--- config.mk ---
export PLATFORM = sky130hd
export DESIGN_NAME = ide_port_sequencer
export DESIGN_NICKNAME = d
export VERILOG_FILES = /design/src/rtl/ide_port_sequencer.sv
export SDC_FILE = /design/constraint.sdc
export NUM_CORES = 1
export LEC_CHECK = 0
export BUFFER_PORTS_ARGS = -buffer_cell sky130_fd_sc_hd__buf_2
export CORE_MARGIN = 2
export CORE_UTILIZATION = 45
export DETAILED_ROUTE_END_ITERATION = 7
export PLACE_DENSITY = 0.7
export SLEW_MARGIN = 20
export SYNTH_ARGS = -nofsm -noshare
export SYNTH_HDL_FRONTEND = slang
export SYNTH_SLANG_ARGS = --single-unit
--- constraint.sdc ---
create_clock -name CPU_CLK -period 3.7 [get_ports CPU_CLK]
set_input_delay 0.74 -clock CPU_CLK [delete_from_list [all_inputs] [get_ports CPU_CLK]]
set_output_delay 0.74 -clock CPU_CLK [all_outputs]
set_load 0.005 [all_outputs]
--- src/rtl/ide_port_sequencer.sv ---
// rtl/ide_port_sequencer.sv - timed IDE PIO register cycle behind one A500 I/O port chip select
//
// Ports:
//   CPU_CLK, RESET                      clock and synchronous active-high reset
//   IO_PORT_CS, CPU_AS, CPU_RW,
//   CPU_UDS, CPU_LDS, ADDRESS_LOW       68000-side request (A[4] picks CS1, A[3:1] the register)
//   IDE_DATA_IN, IDE_IORDY              drive-side read data and ready
//   IDE_CS0, IDE_CS1, IDE_A,
//   IDE_DIOR, IDE_DIOW                  IDE bus control (all registered)
//   BUF_OE, BUF_DIR                     data transceiver control
//   RD_DATA                             last captured read word
//   IO_ACK, IO_TIMEOUT                  cycle termination and IORDY timeout pulse
module ide_port_sequencer #(
    parameter int unsigned SETUP_CYCLES   = 2,
    parameter int unsigned PULSE_CYCLES   = 4,
    parameter int unsigned HOLD_CYCLES    = 1,
    parameter int unsigned TIMEOUT_CYCLES = 255
) (
    input  logic        CPU_CLK,
    input  logic        RESET,
    input  logic        IO_PORT_CS,
    input  logic        CPU_AS,
    input  logic        CPU_RW,
    input  logic        CPU_UDS,
    input  logic        CPU_LDS,
    input  logic [3:0]  ADDRESS_LOW,
    input  logic [15:0] IDE_DATA_IN,
    input  logic        IDE_IORDY,
    output logic        IDE_CS0,
    output logic        IDE_CS1,
    output logic [2:0]  IDE_A,
    output logic        IDE_DIOR,
    output logic        IDE_DIOW,
    output logic        BUF_OE,
    output logic        BUF_DIR,
    output logic [15:0] RD_DATA,
    output logic        IO_ACK,
    output logic        IO_TIMEOUT
);

    localparam logic [7:0] SETUP_L   = 8'(SETUP_CYCLES);
    localparam logic [7:0] PULSE_L   = 8'(PULSE_CYCLES);
    localparam logic [7:0] HOLD_L    = 8'(HOLD_CYCLES);
    localparam logic [7:0] TIMEOUT_L = 8'(TIMEOUT_CYCLES);

    typedef enum logic [2:0] {S_IDLE, S_SETUP, S_STROBE, S_HOLD, S_ACK} state_t;

    state_t      state_q, state_d;
    logic [7:0]  cnt_q, cnt_d;
    logic [7:0]  ext_q, ext_d;
    logic        armed_q, armed_d;
    logic        rd_q, rd_d;
    logic        abort_q, abort_d;
    logic        cs0_q, cs0_d, cs1_q, cs1_d;
    logic [2:0]  a_q, a_d;
    logic        dior_q, dior_d, diow_q, diow_d;
    logic        oe_q, oe_d, dir_q, dir_d;
    logic [15:0] rdata_q, rdata_d;
    logic        ack_q, ack_d, to_q, to_d;

    logic        start;
    logic [7:0]  cnt_inc, ext_inc;

    // Counters saturate rather than wrap.
    assign cnt_inc = (cnt_q == 8'hFF) ? cnt_q : cnt_q + 8'd1;
    assign ext_inc = (ext_q == 8'hFF) ? ext_q : ext_q + 8'd1;

    // Only taken in IDLE so that a stray /AS low during HOLD cannot consume the arm.
    assign start = (state_q == S_IDLE) && !IO_PORT_CS && !CPU_AS &&
                   !(CPU_UDS && CPU_LDS) && armed_q;

    always_comb begin
        state_d = state_q;
        cnt_d   = cnt_q;
        ext_d   = ext_q;
        rd_d    = rd_q;
        abort_d = abort_q;
        cs0_d   = cs0_q;
        cs1_d   = cs1_q;
        a_d     = a_q;
        dior_d  = dior_q;
        diow_d  = diow_q;
        oe_d    = oe_q;
        dir_d   = dir_q;
        rdata_d = rdata_q;
        ack_d   = ack_q;
        to_d    = 1'b0;
        armed_d = start ? 1'b0 : (CPU_AS ? 1'b1 : armed_q);

        case (state_q)
            S_IDLE: begin
                if (start) begin
                    a_d     = ADDRESS_LOW[2:0];
                    cs0_d   = ADDRESS_LOW[3];
                    cs1_d   = !ADDRESS_LOW[3];
                    rd_d    = CPU_RW;
                    dir_d   = CPU_RW;
                    oe_d    = 1'b0;
                    cnt_d   = 8'd0;
                    ext_d   = 8'd0;
                    abort_d = 1'b0;
                    state_d = S_SETUP;
                end
            end
            S_SETUP: begin
                if (CPU_AS) begin
                    abort_d = 1'b1;
                    cnt_d   = 8'd0;
                    state_d = S_HOLD;
                end else if (cnt_q >= SETUP_L - 8'd1) begin
                    dior_d  = !rd_q;
                    diow_d  = rd_q;
                    cnt_d   = 8'd0;
                    state_d = S_STROBE;
                end else begin
                    cnt_d = cnt_inc;
                end
            end
            S_STROBE: begin
                if (CPU_AS) begin
                    // Abort wins over a completion on the same edge; no capture.
                    dior_d  = 1'b1;
                    diow_d  = 1'b1;
                    abort_d = 1'b1;
                    cnt_d   = 8'd0;
                    state_d = S_HOLD;
                end else if (cnt_q < PULSE_L - 8'd1) begin
                    cnt_d = cnt_inc;
                end else if (!IDE_IORDY && (ext_q < TIMEOUT_L)) begin
                    ext_d = ext_inc;
                end else begin
                    // Either IORDY released or the extra count ran out.
                    dior_d  = 1'b1;
                    diow_d  = 1'b1;
                    to_d    = !IDE_IORDY;
                    cnt_d   = 8'd0;
                    state_d = S_HOLD;
                    if (rd_q) begin
                        rdata_d = IDE_DATA_IN;
                    end
                end
            end
            S_HOLD: begin
                if (cnt_q >= HOLD_L - 8'd1) begin
                    cs0_d = 1'b1;
                    cs1_d = 1'b1;
                    cnt_d = 8'd0;
                    if (abort_q) begin
                        oe_d    = 1'b1;
                        dir_d   = 1'b1;
                        state_d = S_IDLE;
                    end else begin
                        ack_d   = 1'b0;
                        oe_d    = !rd_q;
                        state_d = S_ACK;
                    end
                end else begin
                    cnt_d = cnt_inc;
                end
            end
            S_ACK: begin
                if (CPU_AS) begin
                    ack_d   = 1'b1;
                    oe_d    = 1'b1;
                    dir_d   = 1'b1;
                    state_d = S_IDLE;
                end
            end
            default: begin
                state_d = S_IDLE;
            end
        endcase
    end

    always_ff @(posedge CPU_CLK) begin
        if (RESET) begin
            state_q <= S_IDLE;
            cnt_q   <= 8'd0;
            ext_q   <= 8'd0;
            armed_q <= 1'b0;
            rd_q    <= 1'b0;
            abort_q <= 1'b0;
            cs0_q   <= 1'b1;
            cs1_q   <= 1'b1;
            a_q     <= 3'd0;
            dior_q  <= 1'b1;
            diow_q  <= 1'b1;
            oe_q    <= 1'b1;
            dir_q   <= 1'b1;
            rdata_q <= 16'd0;
            ack_q   <= 1'b1;
            to_q    <= 1'b0;
        end else begin
            state_q <= state_d;
            cnt_q   <= cnt_d;
            ext_q   <= ext_d;
            armed_q <= armed_d;
            rd_q    <= rd_d;
            abort_q <= abort_d;
            cs0_q   <= cs0_d;
            cs1_q   <= cs1_d;
            a_q     <= a_d;
            dior_q  <= dior_d;
            diow_q  <= diow_d;
            oe_q    <= oe_d;
            dir_q   <= dir_d;
            rdata_q <= rdata_d;
            ack_q   <= ack_d;
            to_q    <= to_d;
        end
    end

    assign IDE_CS0    = cs0_q;
    assign IDE_CS1    = cs1_q;
    assign IDE_A      = a_q;
    assign IDE_DIOR   = dior_q;
    assign IDE_DIOW   = diow_q;
    assign BUF_OE     = oe_q;
    assign BUF_DIR    = dir_q;
    assign RD_DATA    = rdata_q;
    assign IO_ACK     = ack_q;
    assign IO_TIMEOUT = to_q;

endmodule

==> out/metrics.cfg <==
[finish]
nFillCells=429
synthToLayoutAreaGrowth_pct=18.15
nets=314
antenna_cells=0
fin_cells=337
drive_above_1_share_pct=25.09

[hold_path]
min_path_type=flip-flop to flip-flop

[setup_path]
crit_type=input port to flip-flop
critPathCaptureType=flip-flop
crit_arrival_ns=2.45
rrSetupSlack_ns=1.50
critPathMaxFanout=16
cp_data_required_time_ns=3.87
startpoint_type=input port

[detailed_routing]
drt_iter0_markers=97
routed_wl_um=4292
post_drt_wl_per_cell_um=12.74
firstDrtPassIters=6
ant_nets=0
num_vias=1816
via_per_inst=5.389
drc=0

[die]
pin_count=55
die_area_sq_um=5316
initial_utilization_pct=45.85
die_w_um=72.91
row_count=25
die_h_um=72.91
design.core.area_sq_um=4661

[clocking]
clk_latency_ns=0.30
cts_tree=built
clk_pin_slew_worst_paths_ns=0.09
clk_path_buf_depth=2
cts.sinks=49
htree_levels=2
numCtsBuffers=5
ctsResizeCount=0
cts_setup_buffers=0
postCtsHoldBufs=0
cts_root_buf=clkbuf_8

[timing]
fin_ws_ns=1.417
finalCritPeriodShare_pct=61.71
relSlewSlack_pct=54.09
setup-violations-final=0
fin_worst_skew_ns=0.005160
hold_viol_final=0
setup_tns_ns=0
grt_setup_unrepaired=no
finalCriticalPeriod_ns=2.283
worst_pin_slew_ns=0.6886
slew_violations=0
fmax_mhz=438.0

[synthesis]
synthDistinctLibCells=48
ys_seq_elements=49
netlist.area_leader.share_pct=45.90
syn_inst=230
synth-compound-area-share_pct=15.63
synthSimpleGateAreaFrac_pct=21.72
yosysTopAreaCell=dfxtp_1
synthTopCellsByArea=dfxtp_1 (46%), mux2i_1 (11%), nor2_1 (6.1%), a21oi_1 (2.8%), o21ai_0 (2.6%)
syn_area_sq_um=2137
synth-seq-area-share_pct=45.90
ys.flop_type=dfxtp_1
synth_edf_count=0
synth_top_family_by_area=simple AND/OR/NAND/NOR gates
synth_xor_xnor_area_share_pct=0
synth.area.mux_share_pct=10.77
async_flop_share_pct=0
postSynthAreaPerCell_sq_um=9.292
synth-adder-area-share_pct=2.342
yosys_warnings=0
syn_nets=262

[power_and_ir_drop]
clkPwrFrac_pct=28.4
switching_share_pct=29.19
power_frac_seq_pct=52.8
ir_worst_vdd_mv=0.2265
power.internal_mw=0.7714
cellLeakagePower_nw=1.139
power.total_mw=1.089
p_switching_mw=0.3179
pwr-share-comb_pct=18.8
power_density_nw_per_um2=431.4

[place]
place.gp.congestion=0.7717
dp.cells=329
hpwlAfterDp_um=3105
port_buffers=54
dp_slack_ns=1.086

[global_route]
grt.total_usage_pct=17.40
gr-total-overflow=0
grt_pass1_wl_um=7265
antenna_found_initial=0
grt_max_degree=41
grt_pass1_vias=1643

[status]
status=completed

[job]
max_cap_violations=0

## kinds of logic (layout without fill, tap and decap cells)
logic type / Yosys count / count (layout)
flip-flops: 49 / 49
AND/OR/NAND/NOR: 90 / 90
AO/OA/AOI/OAI: 47 / 47
multiplexers: 23 / 23
adder cells (fa/ha/maj): 4 / 4
buffers and inverters: 17 / 70
## sequential cells by signal (all words and copies together) (netlist names), 3 cells and up
signal,flops
RD_DATA,16
cnt_q,8
ext_q,8
IDE_A,3
state_q,3
## layer usage
metal,share of wire [%],vias to the layer above,global-route usage [%]
li1,-,930,-
met1,47,840,22.23
met2,47,41,28.28
met3,4.8,5,4.282
met4,1.6,0,6.790
met5,0,-,0
## cell type report
cell class | instances | area [sq um] | share of cell area [%]
sequential | 49 | 980.9 | 38.85
clock inverter | 2 | 15.01 | 0.5946
tap | 54 | 67.56 | 2.676
multi-input combinational | 164 | 1085 | 42.96
clock buffer | 6 | 72.57 | 2.874
inverter | 7 | 26.28 | 1.041
timing repair buffer | 55 | 277.8 | 11.00
## power groups by stage
stage               sequential (mW)  combinational (mW)  clock, mW
global placement              0.586               0.204          0
finish                        0.575               0.204      0.310
floorplan                     0.575               0.158          0
CTS                           0.575               0.205      0.323
global route                  0.579               0.229      0.339
detailed placement            0.587               0.204          0
## cell usage after synthesis, types with 2 or more instances
cell,count
dfxtp_1,49
nor2_1,35
mux2i_1,23
a21oi_1,12
nand2_1,12
o21ai_0,11
nand3_1,8
inv_1,7
clkbuf_1,6
a22oi_1,5
nor3_1,5
and2_1,4
ha_1,4
or3_1,4
or4_1,4
and3b_1,3
a221o_1,2
buf_2,2
nor2b_1,2
o21a_1,2
o31ai_1,2
or2_1,2
## placed cells by master, fill, tap and decap left out, types with 3 or more instances in the layout
master,Yosys,final
buf_2,2,54
dfxtp_1,49,49
nor2_1,35,35
mux2i_1,23,23
a21oi_1,12,12
nand2_1,12,12
o21ai_0,11,11
nand3_1,8,8
inv_1,7,7
nor3_1,5,5
a22oi_1,5,5
clkbuf_8,0,5
or4_1,4,4
and2_1,4,4
or3_1,4,4
ha_1,4,4
and3b_1,3,3
## worst max-delay path: stages
cell and delay, ns:
buf_2 0.14, or4b_4 0.57, a21oi_4 0.20, nand3_2 0.44, mux2i_1 0.30, nor2_1 0.06
## metrics by stage
| stage | util, % | cell area [sq um] | hold slack [ns] |
|---|---|---|---|
| after floorplan | - | 2137 | 0.4477 |
| after global placement | 52.30 | 2437 | 0.4675 |
| after detailed placement | 52.30 | 2437 | 0.4778 |
| after CTS | 54.17 | 2525 | 0.4913 |
| after global routing | 54.17 | 2525 | 0.5210 |
| final | 54.17 | 2525 | 0.4900 |
## final timing paths
path	endpoint	depth (start not counted)	from
worst min-delay path	ext_q[6]	2	ext_q[6]
worst max-delay path	RD_DATA[0]	6	CPU_AS
worst min register to register	ext_q[6]	2	ext_q[6]
worst max register to register	RD_DATA[0]	5	state_q[2]
No activity file was read; power rests on OpenSTA's default activity.
